<file path="src/rtl/debug_pkg.sv">
// rtl/debug_pkg.sv - shared debugger run-control types and constants
package debug_pkg;

  localparam int          PC_W_DEF      = 9;
  localparam int          DRAIN_CYC_DEF = 4;
  localparam logic [31:0] BUBBLE        = 32'hF800_0000;
  localparam logic [5:0]  HALT_OP       = 6'h3F;

  typedef enum logic [2:0] {
    IDLE,
    RUN,
    STEP,
    DRAIN,
    HALTED
  } dbg_state_t;

endpackage

</file>
<file path="src/rtl/edge_det_pulse.sv">
// rtl/edge_det_pulse.sv - single-cycle pulse on the rising edge of a level input
module edge_det_pulse (
  input  logic clk,
  input  logic rst_n,
  input  logic din,
  output logic pulse
);

  logic din_q;

  always_ff @(posedge clk or negedge rst_n) begin
    if (!rst_n) din_q <= 1'b0;
    else        din_q <= din;
  end

  // Combinational so the pulse lands in the same cycle the level first rises.
  assign pulse = din & ~din_q;

endmodule

</file>
<file path="src/rtl/fetch_control_if.sv">
// rtl/fetch_control_if.sv - PC, next-PC select and debugger run control for the fetch stage
module fetch_control_if
  import debug_pkg::*;
#(
  parameter int PC_W      = PC_W_DEF,
  parameter int DRAIN_CYC = DRAIN_CYC_DEF
) (
  input  logic            clk,
  input  logic            reset_n,
  input  logic            inicio,
  input  logic            modo,
  input  logic            paso,
  input  logic            stall,
  input  logic            PCSrcD,
  input  logic [PC_W-1:0] PCBranchD,
  input  logic            JumpD,
  input  logic [PC_W-1:0] PCJumpD,
  input  logic [31:0]     imem_data,
  output logic [PC_W-3:0] imem_addr,
  output logic [31:0]     Instr,
  output logic [PC_W-1:0] PCPlus4F,
  output logic            pipe_en,
  output logic            halted,
  output logic [31:0]     ciclos,
  output logic [PC_W-1:0] pc_actual
);

  localparam int CNT_W = $clog2(DRAIN_CYC + 1);

  dbg_state_t      state, state_nx;
  logic [PC_W-1:0] pc, pc_plus4, pc_nx;
  logic [CNT_W-1:0] drain_cnt;
  logic            step_mode;
  logic            paso_pulse;
  logic            fetch_live, adv, halt_hit, restart;

  edge_det_pulse u_paso_edge (
    .clk   (clk),
    .rst_n (reset_n),
    .din   (paso),
    .pulse (paso_pulse)
  );

  always_comb begin
    pipe_en    = 1'b0;
    fetch_live = (state == RUN) || (state == STEP);
    case (state)
      RUN:     pipe_en = 1'b1;
      STEP:    pipe_en = paso_pulse;
      DRAIN:   pipe_en = step_mode ? paso_pulse : 1'b1;
      default: pipe_en = 1'b0;
    endcase

    adv      = pipe_en & ~stall;
    // A redirect resolved in ID squashes the HALT word sitting in fetch.
    halt_hit = fetch_live & adv & ~PCSrcD & ~JumpD & (imem_data[31:26] == HALT_OP);
    restart  = inicio & ((state == IDLE) || (state == HALTED));

    pc_plus4 = pc + PC_W'(4);
    if (JumpD)       pc_nx = PCJumpD;
    else if (PCSrcD) pc_nx = PCBranchD;
    else             pc_nx = pc_plus4;

    state_nx = state;
    case (state)
      IDLE, HALTED: if (inicio) state_nx = modo ? STEP : RUN;
      RUN, STEP:    if (halt_hit) state_nx = DRAIN;
      DRAIN:        if (pipe_en && drain_cnt <= CNT_W'(1)) state_nx = HALTED;
      default:      state_nx = IDLE;
    endcase
  end

  always_ff @(posedge clk or negedge reset_n) begin
    if (!reset_n) state <= IDLE;
    else          state <= state_nx;
  end

  always_ff @(posedge clk or negedge reset_n) begin
    if (!reset_n) begin
      pc        <= '0;
      ciclos    <= '0;
      step_mode <= 1'b0;
      drain_cnt <= '0;
    end else begin
      if (restart) step_mode <= modo;

      if (state == HALTED && inicio)        pc <= '0;
      else if (fetch_live && adv && !halt_hit) pc <= pc_nx;

      if (state == HALTED && inicio) ciclos <= '0;
      else if (pipe_en)              ciclos <= ciclos + 32'd1;

      if (halt_hit)                      drain_cnt <= CNT_W'(DRAIN_CYC);
      else if (state == DRAIN && pipe_en) drain_cnt <= drain_cnt - CNT_W'(1);
    end
  end

  assign imem_addr = pc[PC_W-1:2];
  assign Instr     = fetch_live ? imem_data : BUBBLE;
  assign PCPlus4F  = pc_plus4;
  assign halted    = (state == HALTED);
  assign pc_actual = pc;

endmodule
</file>
<file path="config.mk">
export PLATFORM = sky130hd
export DESIGN_NAME = fetch_control_if
export DESIGN_NICKNAME = d
export VERILOG_FILES = /design/src/rtl/debug_pkg.sv /design/src/rtl/edge_det_pulse.sv /design/src/rtl/fetch_control_if.sv
export SDC_FILE = /design/constraint.sdc
export NUM_CORES = 1
export LEC_CHECK = 0
export ABC_AREA = 1
export CAP_MARGIN = 20
export CORE_ASPECT_RATIO = 1.1
export CORE_MARGIN = 5
export CORE_UTILIZATION = 55
export DETAILED_ROUTE_END_ITERATION = 16
export DONT_BUFFER_PORTS = 1
export GPL_TIMING_DRIVEN = 1
export PLACE_DENSITY_LB_ADDON = 0.12
export SKIP_LAST_GASP = 1
export SLEW_MARGIN = 20
export SYNTH_ARGS = -nofsm -noshare
export SYNTH_HDL_FRONTEND = slang
export SYNTH_SLANG_ARGS = --single-unit
export TNS_END_PERCENT = 5
</file>
<file path="constraint.sdc">
create_clock -name clk -period 1.72 [get_ports clk]
set_input_delay 0.344 -clock clk [delete_from_list [all_inputs] [get_ports clk]]
set_output_delay 0.344 -clock clk [all_outputs]
set_load 0.01 [all_outputs]
</file>
==> results of run 1 <==
## stage by stage
stage	cell area (µm²)	total power [W]	TNS, ns	setup slack [ns]
floorplan	3590	0.00400	0	0.148
global placement	3900	0.00493	0	0.128
detailed placement	3900	0.00501	0	0.114
CTS	4120	0.00617	-2.33	-0.0814
global route	4170	0.00673	-3.95	-0.131
finish	4170	0.00627	-1.07	-0.0445
## how the worst min path moves through the flow
stage / start / to / slack [ns]
final: paso / u_paso_edge.din_q / 0.06
after global routing: paso / u_paso_edge.din_q / 0.04
after CTS: paso / u_paso_edge.din_q / 0.05
after detailed placement: reset_n / ciclos[6] / 0.05
after global placement: reset_n / ciclos[5] / 0.05
after floorplan: reset_n / ciclos[0] / 0.05
## power groups by stage
| stage | combinational (W) | sequential (W) | clock, W |
|---|---|---|---|
| finish | 0.00344 | 0.00195 | 0.000880 |
| CTS | 0.00334 | 0.00194 | 0.000895 |
| global placement | 0.00299 | 0.00195 | 0 |
| global route | 0.00380 | 0.00200 | 0.000934 |
| detailed placement | 0.00305 | 0.00196 | 0 |
| floorplan | 0.00208 | 0.00192 | 0 |
## kinds of logic after synthesis
kind of cell | after synthesis
and+or+nand+nor | 373
buffers and inverters | 109
DFF | 49
AOI/OAI and AO/OA | 38
xor gates and xnor gates | 4
adders and majority gates | 4
muxes | 1
## registers in the layout, summed over array words and instances (netlist names)
signal and cells:
state 3, ciclos 32, pc_actual 9, step_mode 1, u_paso_edge.din_q 1, drain_cnt 3
## layout by cell type (no fill, tap or decap), types with 2 or more instances in the layout
cell / count
nand2_1: 186
o21ai_0: 21
nand2_2: 5
nor2_2: 5
dfrtp_1: 47
a21oi_1: 9
buf_4: 46
nand3_2: 2
or2_4: 5
buf_16: 2
nand4_1: 24
nand3_1: 35
clkbuf_8: 6
nor2_1: 98
xor2_1: 3
inv_2: 3
ha_1: 4
nor2_4: 4
nor3_1: 3
inv_1: 85
dfrtp_2: 2
a22oi_1: 3
a22o_1: 3
## worst max-delay path, stage by stage, from the launching register on
cell and delay (ns):
dfrtp_2 0.45, nor2_4 0.17, nor2_4 0.06, nand2_4 0.09, buf_12 0.15, nor2_1 0.05, buf_4 0.13
## layer usage
metal / wire [µm] / part of all wire [%]
met4: 246 / 2.4
met5: 0 / 0
met1: 3840 / 37
met2: 5400 / 52
met3: 907 / 8.7
## area by class of cell
type / instances / area [µm²] / share of cell area [%]
Multi-Input combinational cell: 420 / 1950 / 46.7
Sequential cell: 49 / 1230 / 29.4
Timing Repair Buffer: 50 / 430 / 10.3
Inverter: 89 / 347 / 8.30
Tap cell: 80 / 100 / 2.40
Clock buffer: 6 / 82.6 / 1.98
Clock inverter: 2 / 37.5 / 0.899
## repair_timing
action | in CTS | in global routing
gates resized for setup | 10 | 11
cloned | 1 | 0
setup buffers | 2 | 2
endpoints found under the setup margin | 34 | 46
endpoints found under the hold margin | 49 | 0
hold buffers | 2 | 0
pin swaps | 2 | 2
==> flow_summary.ini, run 1 <==
[worst_setup_path]
r2r-end = ciclos[1]
critPathMaxFanout = 18
endpoint = Instr[20]
rr_worst_depth = 8
cp-startpoint = state[0]
setup.worst_path.end_class = output pin
cp-start-kind = register
reg2reg_slack_ns = 0.06
worstSetupPathType = register to output pin
rr_startpoint = state[0]
cp.required_ns = 1.38
worstPathArrival_ns = 1.42

[clocking]
cts_sinks = 49
max-clock-path-buffers = 2
clk_pin_slew_ns = 0.09
htree_levels = 2
cts_root_buf = clkbuf_8
clk_latency_ns = 0.31
cts_buffers = 5
cts_tree = built

[timing]
slew_headroom_pct = 61.3
fmax_mhz = 567
rsz0062_at_grt = yes
finalCritPeriodShare_pct = 103
layout_setup_ws_ns = -0.0445
period_needed_ns = 1.76
finClkSkew_ns = 0.00657
timing.hold.ws_ns = 0.0603
hold_viol = 0
worstMarginPinSlew_ns = 0.578
setup_violations = 34
report.final.slew_viol_count = 0

[routing]
wl_per_cell_um = 14.9
drt-pass1-iter-count = 5
vias = 3720
wirelength_um = 10400
drc_errors = 0
via_per_inst = 5.34
first_iter_violations = 167
ant_nets = 0

[logic_synthesis]
netlist.area_leader.share_pct = 34.2
yosysWarnings = 0
synth_most_common_cell = nand2_1
ys_types = 30
synth_commonest_cells = nand2_1, nor2_1, inv_1, dfrtp_1, nand3_1
synth-simple-area-share_pct = 44.4
syn_nets = 640
synth_compound_area_share_pct = 5.93
synth_top_flop_cell = dfrtp_1
synthTopCellsByArea = dfrtp_1, nand2_1, nor2_1, inv_1, nand3_1
ys_async_sr_fraction_pct = 100
syn_area_mm2 = 0.00359
syn_avg_cell_area_um2 = 6.21
ys_seq_elements = 49
synthMuxAreaShare_pct = 0.314
synth_top_family_by_area = simple AND/OR/NAND/NOR gates
synth_top_area_cell = dfrtp_1
seq_area_frac_synth_pct = 34.2
synth_xor_area_share_pct = 0.976
synth-edff-count = 0
netlist_instances = 578
synthAdderAreaFrac_pct = 1.39

[finish]
drive_above_1_share_pct = 14.4
area_growth_pct = 16.3
n_fill_cell = 567
antennaDiodeCount = 0
fin_cells = 696
fin_util_pct = 66.6
nets = 677

[place]
port_buffers = 0
placedCellCount = 681
hpwl_um = 8040
gp_congestion = 0.902

[floorplanning]
floorplan.core_area_mm2 = 0.00627
num_rows = 30
fp.dieW_um = 87.0
dieHeight_um = 94.7
dieArea_mm2 = 0.00824
io_pins = 149
initial_utilization_pct = 57.2

[grt]
grt_overflow = 0
grtUsageTotal_pct = 25.4
grt_pass1_vias = 3669
grt-busiest-layer = met2
grt_pass1_wl_um = 16700
gr-usage-met3_pct = 7.50
grtUsageMet1_pct = 27.1
met2_usage_pct = 46.7
grt_antenna_before_repair = 0
grt_max_degree = 50

[run]
max-cap-violations = 0

[power]
power.internal_w = 0.00333
p_sw_share_pct = 47.0
p_switching_w = 0.00294
powerDensity_mw_per_mm2 = 1500
pwr-share-clk_pct = 14.0
leakagePower_nw = 2.16
power_frac_seq_pct = 31.1
vdd_drop_max_v = 0.00149
p_comb_share_pct = 54.8

[min_path]
hp-class = input port to register
holdPathStages = 0

[status]
outcome = finished, violations left
failed_checks = setup timing
(Power assumes the default switching activity.)
==> run 2: changes to the inputs <==
- SYNTH_HIERARCHICAL: unset -> 1
- clock period: 1.72 -> 1.5 ns (I/O delays scaled with it)
==> flow_summary.ini, run 2 <==
[grt]
grt_pass1_wl_um = 16800
grt_max_degree = 50
grt_pass1_vias = 3556
grt_antenna_before_repair = 0
grt_overflow = 0
grtUsageTotal_pct = 25.2

[routing]
drc_errors = 0
ant_nets = 0
via_per_inst = 5.42
vias = 3796
drt-pass1-iter-count = 5
first_iter_violations = 258
wirelength_um = 10600
wl_per_cell_um = 15.1

[finish]
drive_above_1_share_pct = 25.8
antennaDiodeCount = 0
layout_commonest_cell = nand2_1
nets = 680
n_fill_cell = 554
top_register = ciclos
largest_reg_flops = 32
final_cell_mix = nand2_1, inv_1, nor2_1
seq_area_mm2 = 0.00123
area_growth_pct = 24.1
multiInputGateArea_mm2 = 0.00217

[worst_setup_path]
critPathMaxFanout = 3
worstPathArrival_ns = 1.45
worstSetupPathType = register to output pin
cp-start-kind = register
cp.required_ns = 1.20
setup.worst_path.end_class = output pin
rr_worst_depth = 10

[timing]
setup_violations = 78
period_needed_ns = 1.75
fmax_mhz = 572
timing.hold.ws_ns = 0.0796
layout_setup_ws_ns = -0.249
finClkSkew_ns = 0.00371
finalCritPeriodShare_pct = 117
rsz0062_at_grt = yes
hold_viol = 0
report.final.slew_viol_count = 0
worstMarginPinSlew_ns = 0.357
slew_headroom_pct = 76.1

[logic_synthesis]
synth_top_flop_cell = dfrtp_1
synth_top_area_cell = dfrtp_1
syn_avg_cell_area_um2 = 6.55
synth_commonest_cells = nand2_1, nor2_1, inv_1, dfrtp_1, nand3_1
ys_seq_elements = 49
synth_most_common_cell = nand2_1
netlist.area_leader.share_pct = 33.5
synthTopCellsByArea = dfrtp_1, nand2_1, nor2_1, inv_1, nand3_1
syn_area_mm2 = 0.00366
synth-edff-count = 0
syn_nets = 620
seq_area_frac_synth_pct = 33.5
ys_types = 41
ys_async_sr_fraction_pct = 100
netlist_instances = 558
yosysWarnings = 6

[place]
hpwl_um = 7880
gp_congestion = 0.905
place_ws_ns = -0.0641
port_buffers = 0

[clocking]
clk_pin_slew_ns = 0.10
max-clock-path-buffers = 2
cts_tree = built
cts_sinks = 49
cts_buffers = 5
cts_root_buf = clkbuf_8
htree_levels = 2
clk_latency_ns = 0.31

[power]
vdd_drop_max_v = 0.00194
finalPower_w = 0.00794
powerDensity_mw_per_mm2 = 1750
leakagePower_nw = 2.19

[floorplanning]
dieHeight_um = 95.5
floorplan.core_area_mm2 = 0.00652
num_rows = 31
dieArea_mm2 = 0.00838
fp.dieW_um = 87.7
initial_utilization_pct = 56.1
io_pins = 149

[min_path]
holdPathStages = 1
hp-class = input port to register

[status]
failed_checks = setup timing
outcome = finished, violations left

[run]
max-cap-violations = 0
==> run 2: report_power, final <==
part / internal (W) / total, W / switching [W]
combinational: 0.00177 / 0.00469 / 0.00292
clock: 0.000663 / 0.00115 / 0.000492
sequential: 0.00168 / 0.00209 / 0.000409
==> run 2: layout make-up <==
class / count / area share (%)
Inverter: 85 / 7.09
Clock buffer: 5 / 1.52
Timing Repair Buffer: 70 / 12.7
Multi-Input combinational cell: 407 / 47.8
Sequential cell: 49 / 27.2
Tap cell: 82 / 2.26
Clock inverter: 3 / 1.43
==> run 2: cells by family after synthesis <==
group | Yosys count | synth area share, %
xor gates and xnor gates | 6 | 1.44
and+or+nand+nor | 341 | 42.2
buffers and inverters | 105 | 12.9
DFF | 49 | 33.5
AOI/OAI and AO/OA | 53 | 8.49
adders and majority gates | 4 | 1.37
==> run 2: path summary, 6_finish.rpt <==
check	slack [ns]	end	start
setup / recovery	-0.25	PCPlus4F[7]	pc_actual[2]
hold / removal	0.08	step_mode	inicio
setup reg to reg	-0.17	pc_actual[7]	state[2]
hold reg to reg	0.53	drain_cnt[1]	drain_cnt[1]
max in group asynchronous	0.76	ciclos[0]	reset_n
min in group asynchronous	0.49	pc_actual[5]	reset_n
==> run 2: repair_timing <==
| action | in CTS | in global routing |
|---|---|---|
| pin swaps | 6 | 7 |
| setup buffers | 3 | 5 |
| hold endpoints to repair | 49 | 1 |
| resized for setup | 32 | 29 |
| gates cloned | 1 | 2 |
| hold buffers | 2 | 1 |
| endpoints found under the setup margin | 65 | 85 |
==> run 2: metrics by stage <==
step | cell area [µm²] | std cells | TNS (ns) | utilization (%)
2_1_floorplan | 3660 | 558 | 0 | -
3_3_place_gp | 4060 | 679 | -0.0747 | 62.3
3_5_place_dp | 4060 | 679 | -0.427 | 62.3
4_1_cts | 4360 | 693 | -10.66 | 66.9
5_1_grt | 4540 | 701 | -17.29 | 69.6
6_report | 4540 | 701 | -9.25 | 69.6
==> run 2: worst max-delay path, cell delays in order (launching register included) <==
cell and delay [ns]:
dfrtp_1 0.42, nand3_1 0.14, nor2_1 0.11, nand2_1 0.08
xnor2_1 0.22, buf_4 0.17
==> run 2: metal layers <==
layer	routed length, µm	GRT usage (%)	part of all wire, %	vias up
met5	0	0	0	-
met4	81	5.24	0.77	0
met3	885	6.48	8.4	7
met2	5190	42.8	49	153
met1	4390	32.3	42	1776
li1	-	-	-	1860
